[config.mk]
export PLATFORM = sky130hd
export DESIGN_NAME = alu_issue_wb
export DESIGN_NICKNAME = d
export VERILOG_FILES = /design/src/rtl/alu_pkg.sv /design/src/rtl/regfile4x4.sv /design/src/rtl/alu_issue_wb.sv
export SDC_FILE = /design/constraint.sdc
export NUM_CORES = 1
export LEC_CHECK = 0
export ABC_AREA = 1
export CORE_MARGIN = 4
export CORE_UTILIZATION = 40
export CTS_CLUSTER_SIZE = 16
export DETAILED_ROUTE_END_ITERATION = 7
export DONT_BUFFER_PORTS = 1
export PLACE_DENSITY = 0.54
export SLEW_MARGIN = 20
export SYNTH_ARGS = -nofsm -noshare
export SYNTH_HDL_FRONTEND = slang
export SYNTH_HIERARCHICAL = 1
export SYNTH_SLANG_ARGS = --single-unit
[constraint.sdc]
create_clock -name clk -period 2.5 [get_ports clk]
set_input_delay 0.375 -clock clk [delete_from_list [all_inputs] [get_ports clk]]
set_output_delay 0.375 -clock clk [all_outputs]
set_load 0.03 [all_outputs]
[src/rtl/alu_pkg.sv]
// alu_pkg: shared definitions for the ALU issue/writeback stage.
//   - data width / register count / address width
//   - FSM state encoding (IDLE, EXEC, WB)
//   - ALUOP and l constants understood by the external alu block
//   - instruction-register field layout
package alu_pkg;

    localparam int W    = 4;
    localparam int NREG = 4;
    localparam int AW   = 2;

    typedef enum logic [1:0] {
        IDLE = 2'b00,
        EXEC = 2'b01,
        WB   = 2'b10
    } state_t;

    // l selects the alu operation class; ALUOP selects within the class.
    localparam logic       L_ARITH = 1'b0;
    localparam logic       L_LOGIC = 1'b1;
    localparam logic [1:0] OP_PASS = 2'b00;  // l=0: A + c_in
    localparam logic [1:0] OP_SUB  = 2'b01;  // l=0: A - B
    localparam logic [1:0] OP_ADD  = 2'b10;  // l=0: A + B + c_in
    localparam logic [1:0] OP_DEC  = 2'b11;  // l=0: A - 1
    localparam logic [1:0] OP_AND  = 2'b00;  // l=1
    localparam logic [1:0] OP_OR   = 2'b01;  // l=1
    localparam logic [1:0] OP_XOR  = 2'b10;  // l=1
    localparam logic [1:0] OP_NOT  = 2'b11;  // l=1

    typedef struct packed {
        logic          l;
        logic [1:0]    aluop;
        logic [AW-1:0] rd;
        logic [AW-1:0] rs1;
        logic [AW-1:0] rs2;
        logic          usec;
        logic          wen;
    } ir_t;

endpackage

[src/rtl/regfile4x4.sv]
// regfile4x4: 4-entry x 4-bit register file.
//   clk, rst_n          clock / asynchronous active-low clear of all entries
//   i_we/i_waddr/i_wdata  single synchronous write port
//   i_ra1 -> o_rd1        combinational read port 1
//   i_ra2 -> o_rd2        combinational read port 2
//   i_dbg_addr -> o_dbg_data  combinational debug read port
module regfile4x4
    import alu_pkg::*;
(
    input  logic          clk,
    input  logic          rst_n,
    input  logic          i_we,
    input  logic [AW-1:0] i_waddr,
    input  logic [W-1:0]  i_wdata,
    input  logic [AW-1:0] i_ra1,
    output logic [W-1:0]  o_rd1,
    input  logic [AW-1:0] i_ra2,
    output logic [W-1:0]  o_rd2,
    input  logic [AW-1:0] i_dbg_addr,
    output logic [W-1:0]  o_dbg_data
);

    logic [W-1:0] r_mem [NREG];

    always_ff @(posedge clk or negedge rst_n) begin
        if (!rst_n) begin
            for (int i = 0; i < NREG; i++) begin
                r_mem[i] <= '0;
            end
        end else if (i_we) begin
            r_mem[i_waddr] <= i_wdata;
        end
    end

    assign o_rd1      = r_mem[i_ra1];
    assign o_rd2      = r_mem[i_ra2];
    assign o_dbg_data = r_mem[i_dbg_addr];

endmodule

[src/rtl/alu_issue_wb.sv]
// alu_issue_wb: sequencing/storage stage wrapped around the combinational alu.
//   Instruction in : in_valid/in_ready handshake, in_l, in_aluop, in_rd,
//                    in_rs1, in_rs2, in_usec, in_wen
//   Direct load    : ld_en, ld_addr, ld_data (honoured only in IDLE)
//   To alu         : alu_a, alu_b, alu_cin, alu_aluop, alu_l
//   From alu       : alu_r, alu_zero, alu_cout, alu_sign
//   Status         : flag_z, flag_c, flag_s, done (one-cycle pulse in WB)
//   Debug          : dbg_addr -> dbg_data (register file read), dbg_state (FSM)
//
// Handshake: an instruction transfers on a rising edge where in_valid and
// in_ready are both 1. in_ready is 1 only in IDLE; a source seeing in_ready=0
// keeps in_valid and the instruction fields stable until the transfer edge.
//
// Sequence per instruction: IDLE (accept) -> EXEC (alu result latched)
// -> WB (register/flags written) -> IDLE.
module alu_issue_wb
    import alu_pkg::*;
(
    input  logic       clk,
    input  logic       rst_n,
    input  logic       in_valid,
    output logic       in_ready,
    input  logic       in_l,
    input  logic [1:0] in_aluop,
    input  logic [1:0] in_rd,
    input  logic [1:0] in_rs1,
    input  logic [1:0] in_rs2,
    input  logic       in_usec,
    input  logic       in_wen,
    input  logic       ld_en,
    input  logic [1:0] ld_addr,
    input  logic [3:0] ld_data,
    output logic [3:0] alu_a,
    output logic [3:0] alu_b,
    output logic       alu_cin,
    output logic [1:0] alu_aluop,
    output logic       alu_l,
    input  logic [3:0] alu_r,
    input  logic       alu_zero,
    input  logic       alu_cout,
    input  logic       alu_sign,
    output logic       flag_z,
    output logic       flag_c,
    output logic       flag_s,
    output logic       done,
    input  logic [1:0] dbg_addr,
    output logic [3:0] dbg_data,
    output logic [1:0] dbg_state
);

    state_t       r_state;
    ir_t          r_ir;
    logic [W-1:0] r_res;
    logic         r_res_z;
    logic         r_res_c;
    logic         r_res_s;
    logic         r_flag_z;
    logic         r_flag_c;
    logic         r_flag_s;
    logic         r_in_ready;
    logic         r_done;

    logic          w_we;
    logic [AW-1:0] w_waddr;
    logic [W-1:0]  w_wdata;

    // Write-port select: direct loads own the port in IDLE, writeback in WB.
    // A load in the accepting IDLE cycle lands at that edge, so EXEC already
    // reads the new value.
    always_comb begin
        w_we    = 1'b0;
        w_waddr = ld_addr;
        w_wdata = ld_data;
        case (r_state)
            IDLE: w_we = ld_en;
            WB: begin
                w_we    = r_ir.wen;
                w_waddr = r_ir.rd;
                w_wdata = r_res;
            end
            default: w_we = 1'b0;
        endcase
    end

    regfile4x4 u_regfile (
        .clk        (clk),
        .rst_n      (rst_n),
        .i_we       (w_we),
        .i_waddr    (w_waddr),
        .i_wdata    (w_wdata),
        .i_ra1      (r_ir.rs1),
        .o_rd1      (alu_a),
        .i_ra2      (r_ir.rs2),
        .o_rd2      (alu_b),
        .i_dbg_addr (dbg_addr),
        .o_dbg_data (dbg_data)
    );

    // alu-side controls come straight from IR so they are defined in every state.
    assign alu_cin   = r_ir.usec & r_flag_c;
    assign alu_aluop = r_ir.aluop;
    assign alu_l     = r_ir.l;

    always_ff @(posedge clk or negedge rst_n) begin
        if (!rst_n) begin
            r_state    <= IDLE;
            r_ir       <= '0;
            r_res      <= '0;
            r_res_z    <= 1'b0;
            r_res_c    <= 1'b0;
            r_res_s    <= 1'b0;
            r_flag_z   <= 1'b0;
            r_flag_c   <= 1'b0;
            r_flag_s   <= 1'b0;
            r_in_ready <= 1'b1;
            r_done     <= 1'b0;
        end else begin
            case (r_state)
                IDLE: begin
                    if (in_valid) begin
                        r_ir       <= '{l: in_l, aluop: in_aluop, rd: in_rd,
                                        rs1: in_rs1, rs2: in_rs2,
                                        usec: in_usec, wen: in_wen};
                        r_state    <= EXEC;
                        r_in_ready <= 1'b0;
                    end
                end
                EXEC: begin
                    r_res   <= alu_r;
                    r_res_z <= alu_zero;
                    r_res_c <= alu_cout;
                    r_res_s <= alu_sign;
                    r_state <= WB;
                    r_done  <= 1'b1;
                end
                WB: begin
                    r_flag_z <= r_res_z;
                    r_flag_s <= r_res_s;
                    // Logic ops produce no meaningful carry; keep the old one.
                    if (r_ir.l == L_ARITH) begin
                        r_flag_c <= r_res_c;
                    end
                    r_state    <= IDLE;
                    r_done     <= 1'b0;
                    r_in_ready <= 1'b1;
                end
                default: begin
                    r_state    <= IDLE;
                    r_done     <= 1'b0;
                    r_in_ready <= 1'b1;
                end
            endcase
        end
    end

    assign in_ready  = r_in_ready;
    assign done      = r_done;
    assign flag_z    = r_flag_z;
    assign flag_c    = r_flag_c;
    assign flag_s    = r_flag_s;
    assign dbg_state = r_state;

endmodule

==> qor.yml, run 1 <==
cts_buffers: 5
crit_path_top_delay_cell: "dfrtp_1"
ctsRootBufferMaster: "clkbuf_8"
via_per_inst: 5.08
slowest_delay_ps: 560
nNetsFinal: 341
final_common_cell: "nand2_1"
period_minus_slack_ps: 2070
critPathTopFamily: "simple AND/OR/NAND/NOR gates"
final_util_pct: 44.8
ys_warn_count: 6
ant_nets: 0
cts_tree: "done"
ir_drop_mv: 0.401
status: "completed"
num_vias: 1941
final.setup.worst_slack_ps: 432
io_pins: 53
finalWirelength_um: 5500
final.setup.tns_ps: 0
synthCells: 313
hold_viol_final: 0
crit_chain: "inv_1, nand2_1, nand2_1, nand2_1, inv_4, nand3_2, nand2_1, nand2_1"
setup_viol: 0
rsz0062_at_grt: "no"
grt_pass1_wl_um: 8810
worstMarginPinSlew_ps: 611
grt_pass1_vias: 1831
hp-class: "in2reg"
clkSinkCount: 41
drtIter0Drc: 130
fmax_mhz: 484
total_power_w: 0.00266
clock_skew_ps: 6.93
final_cell_mix: "nand2_1 (155), nand3_1 (45), dfrtp_1 (40)"
worst_skew_pair.late_latency_ps: 290
diodes: 0
relSlewSlack_pct: 59.2
crit_type: "reg2reg"
die_x_um: 82.7
crit_top_cell: "nand2_1"
placed_cells: 372
routedWlPerCell_um: 14.4
overflow: 0
crit_buf_inv: 2
layout-drive-gt1-share_pct: 6.41
startpoint_type: "flip-flop"
hpwl_um: 3970
gp_congestion: 0.818
final.period_utilization_pct: 82.7
port-buffer-count: 0
clock_path_buffers: 2
syn2layout_area_growth_pct: 5.71
start_util_pct: 42.4
synth.distinct_cells: 20
cp.arrival_ps: 2240
synth_nets: 343
powerDensity_nw_per_um2: 1130
slew_viol_final: 0
syn_area_per_cell_sq_um: 7.14
first_pass_iters: 5
clk_pin_slew_worst_paths_ps: 80
ys_ff_latch: 41
drc_errors: 0
worst_setup_path_end_kind: "flip-flop"
critPathMaxFanout: 12
mappedNetlistArea_sq_um: 2230
antenna_found_initial: 0
p_leak_nw: 1.33
pre_cts_ws_ps: 441
grtUsageTotal_pct: 17.2
rows: 26
ys_seq_area_share_pct: 46.0
grt_max_degree: 42
fp.coreArea_sq_um: 5270
drv_cap: 0
fp.dieH_um: 82.7
dieArea_sq_um: 6840
htreeDepth: 2
required_ps: 2680
fin_cells: 382
## Yosys cell counts
cell type,count,share of area [%]
buf_4,5,1.7
nand4_1,13,3.6
nand3_1,45,10
o21ai_1,3,0.67
o21ai_2,1,0.39
dfstp_2,1,1.2
nand2_2,1,0.28
dfrtp_1,40,45
inv_2,2,0.34
inv_4,2,0.56
nand3_2,3,1.3
nand2_1,155,26
clkbuf_1,1,0.17
nand2_4,1,0.50
inv_1,30,5.0
buf_6,1,0.50
buf_2,5,1.1
nor2_1,2,0.34
nand3_4,1,0.78
nor2_4,1,0.50
## stage by stage
step / hold WS [ps] / area, sq um
3_3_place_gp: 81.0 / 2250
4_1_cts: 181 / 2360
2_1_floorplan: 79.4 / 2230
5_1_grt: 196 / 2360
6_report: 190 / 2360
3_5_place_dp: 80.9 / 2250
## sequential cells by signal (all words and copies together), names as in the netlist
register / count
u_regfile/r_mem: 16
r_ir: 8
r_res: 4
alu_aluop: 2
dbg_state: 2
alu_l: 1
done: 1
flag_c: 1
flag_s: 1
flag_z: 1
in_ready: 1
r_res_c: 1
r_res_s: 1
r_res_z: 1
## area by class of cell
cell class              instances  area (sq um)
fillers                       581          2910
flip-flops and latches         41          1030
multi-input cells             226           996
inverters                      34           133
well taps                      70          87.6
clock buffers                   8          80.1
repair buffers                  3          37.5
## timing repair
action	CTS	global route
hold buffers	2	0
buffers inserted	0	0
gates resized for setup	0	0
hold endpoints to repair	41	0
## path summary, 6_finish.rpt
check                      slack, ps                         endpoint                      startpoint  depth (start not counted)
max                              430  u_regfile/r_mem[14]$_DFFE_PN0P_        dbg_state[0]$_DFFE_PN0P_                          8
min                              190              r_res_s$_DFFE_PN0P_                        alu_sign                          2
max reg2reg                      430  u_regfile/r_mem[14]$_DFFE_PN0P_        dbg_state[0]$_DFFE_PN0P_                          8
min reg2reg                      470   u_regfile/r_mem[6]$_DFFE_PN0P_  u_regfile/r_mem[6]$_DFFE_PN0P_                          2
max in group asynchronous       1690             in_ready$_DFFE_PN1P_                           rst_n                          2
min in group asynchronous        540  u_regfile/r_mem[14]$_DFFE_PN0P_                           rst_n                          2
## per-layer routing
metal	track usage (%)	routed length [um]
met1	22.5	2520
met2	27.9	2560
met3	4.56	345
met4	5.39	74
met5	0	0
## power by group
part	internal, W	switching, W
Sequential	0.000909	0.000275
Combinational	0.000268	0.000795
Clock	0.000199	0.000217
Total	0.00138	0.00129
## cell families after synthesis
group / synth area share [%]
simple gates: 43.5
compound gates: 1.06
buf+inv: 9.41
flops: 46.0
No activity file was read; power rests on OpenSTA's default activity.
==> inputs of run 2 (changes only) <==
--- a/config.mk
+++ b/config.mk
@@ -11,7 +11,7 @@
 export CTS_CLUSTER_SIZE = 16
 export DETAILED_ROUTE_END_ITERATION = 7
 export DONT_BUFFER_PORTS = 1
-export PLACE_DENSITY = 0.54
+export PLACE_DENSITY = 0.56
 export SLEW_MARGIN = 20
 export SYNTH_ARGS = -nofsm -noshare
 export SYNTH_HDL_FRONTEND = slang
==> constraint.sdc (replaced) <==
create_clock -name clk -period 1.9 [get_ports clk]
set_input_delay 0.285 -clock clk [delete_from_list [all_inputs] [get_ports clk]]
set_output_delay 0.285 -clock clk [all_outputs]
set_load 0.03 [all_outputs]
==> run 2 against run 1 <==
- first-iteration DRC count increased by 11%
- via count down 1.2%
- critical path depth fell by 4
- die area is the same
- clock skew down 2.0 ps
- highest routed layer unchanged
- sequential cell count is the same
==> qor.yml, run 2 (synthesis results as in run 1) <==
hpwl_um: 3980
clkSinkCount: 41
port-buffer-count: 0
final_cell_area_sq_um: 2420
finalWirelength_um: 5360
largest_reg_flops: 16
first_pass_iters: 4
postCtsSetupBuffers: 0
ant_nets: 0
critPathMaxFanout: 10
num_vias: 1918
worstMarginPinSlew_ps: 348
status: "completed"
syn2layout_area_growth_pct: 8.35
final.setup.tns_ps: 0
total_power_w: 0.00359
grt_max_degree: 42
clk_pin_slew_worst_paths_ps: 80
diodes: 0
start_util_pct: 42.4
setup_viol: 0
fmax_mhz: 586
antenna_found_initial: 0
rsz0062_at_grt: "no"
gp_congestion: 0.853
relSlewSlack_pct: 76.7
grtUsageTotal_pct: 17.0
clock_skew_ps: 4.96
drv_cap: 0
ir_drop_mv: 0.765
largestRegisters: "u_regfile/r_mem x16, r_ir x8, r_res x4"
htreeDepth: 2
hp-class: "in2reg"
slew_viol_final: 0
final.setup.worst_slack_ps: 192
powerDensity_nw_per_um2: 1480
pre_cts_ws_ps: 436
required_ps: 1620
startpoint_type: "flip-flop"
drc_errors: 0
cts_buffers: 5
cts_tree: "done"
grt_pass1_wl_um: 8690
fp.coreArea_sq_um: 5270
dieArea_sq_um: 6840
final_common_cell: "nand2_1"
post_dp_cell_area_sq_um: 2290
period_minus_slack_ps: 1710
cp.arrival_ps: 1420
final.period_utilization_pct: 89.9
overflow: 0
final_cell_mix: "nand2_1 (155), nand3_1 (45), dfrtp_1 (40)"
die_x_um: 82.7
grt_pass1_vias: 1776
layout-drive-gt1-share_pct: 8.83
nNetsFinal: 346
clock_path_buffers: 2
worst_skew_pair.late_latency_ps: 290
rows: 26
cts_resized: 0
p_leak_nw: 1.37
ctsHoldBuffers: 2
via_per_inst: 4.96
fp.dieH_um: 82.7
drtIter0Drc: 144
top_register: "u_regfile/r_mem"
crit_type: "reg2out"
hold_viol_final: 0
fillers: 558
routedWlPerCell_um: 13.9
ctsRootBufferMaster: "clkbuf_8"
final_util_pct: 45.9
io_pins: 53
worst_setup_path_end_kind: "output port"
## run 2: changes by cell type in the layout (fill, tap and decap cells not counted), sizes merged
cell,before,now
buf,2,7
clkbuf,8,7
clkinv,0,1
## run 2: critical path, stage by stage, from the launching register on
cell and delay [ps]:
dfrtp_1 510, inv_1 190, nand2_1 110, nand3_1 60
nand2_1 250
## run 2: path summary, 6_finish.rpt
| kind | startpoint | to | slack, ps | cells after the start |
|---|---|---|---|---|
| max in group asynchronous | rst_n | in_ready$_DFFE_PN1P_ | 1180 | 2 |
| max | r_ir[2]$_DFFE_PN0P_ | alu_b[0] | 190 | 4 |
| min in group asynchronous | rst_n | dbg_state[0]$_DFFE_PN0P_ | 470 | 2 |
| min | alu_cout | r_res_c$_DFFE_PN0P_ | 100 | 2 |
| max reg2reg | dbg_state[0]$_DFFE_PN0P_ | u_regfile/r_mem[15]$_DFFE_PN0P_ | 420 | 8 |
| min reg2reg | u_regfile/r_mem[8]$_DFFE_PN0P_ | u_regfile/r_mem[8]$_DFFE_PN0P_ | 470 | 2 |
## run 2: cell type report
cell class	count	area (sq um)	share of cell area, %
sequential	41	1030	42.5
multi-input combinational	226	996	41.2
inverter	34	133	5.48
clock buffer	7	96.3	3.98
tap	70	87.6	3.62
timing repair buffer	8	75.1	3.10
clock inverter	1	5.00	0.207
## run 2: stage by stage
step                      hold slack, ps  instances
after floorplan                    -10.6        313
after global placement             -9.52        377
after detailed placement           -9.52        377
after CTS                           89.7        387
after global routing                94.3        387
final                                100        387
## run 2: per-layer routing
layer	vias up	track usage, %	routed length, um
met5	-	0	0
met4	0	5.39	48
met3	4	4.99	431
met2	59	27.2	2510
met1	864	22.1	2370
li1	991	-	-
## run 2: power breakdown
| part | internal (W) | switching, W |
|---|---|---|
| Combinational | 0.000373 | 0.00105 |
| Clock | 0.000328 | 0.000291 |
| Sequential | 0.00120 | 0.000349 |
| Total | 0.00190 | 0.00169 |
==> inputs of run 3 (changes only) <==
--- a/config.mk
+++ b/config.mk
@@ -11,6 +11,7 @@
 export CTS_CLUSTER_SIZE = 16
 export DETAILED_ROUTE_END_ITERATION = 7
 export DONT_BUFFER_PORTS = 1
+export GPL_ROUTABILITY_DRIVEN = 0
 export PLACE_DENSITY = 0.56
 export SLEW_MARGIN = 20
 export SYNTH_ARGS = -nofsm -noshare
==> results of run 3 <==
Final layout, timing and power as in run 2 (identical DEF).
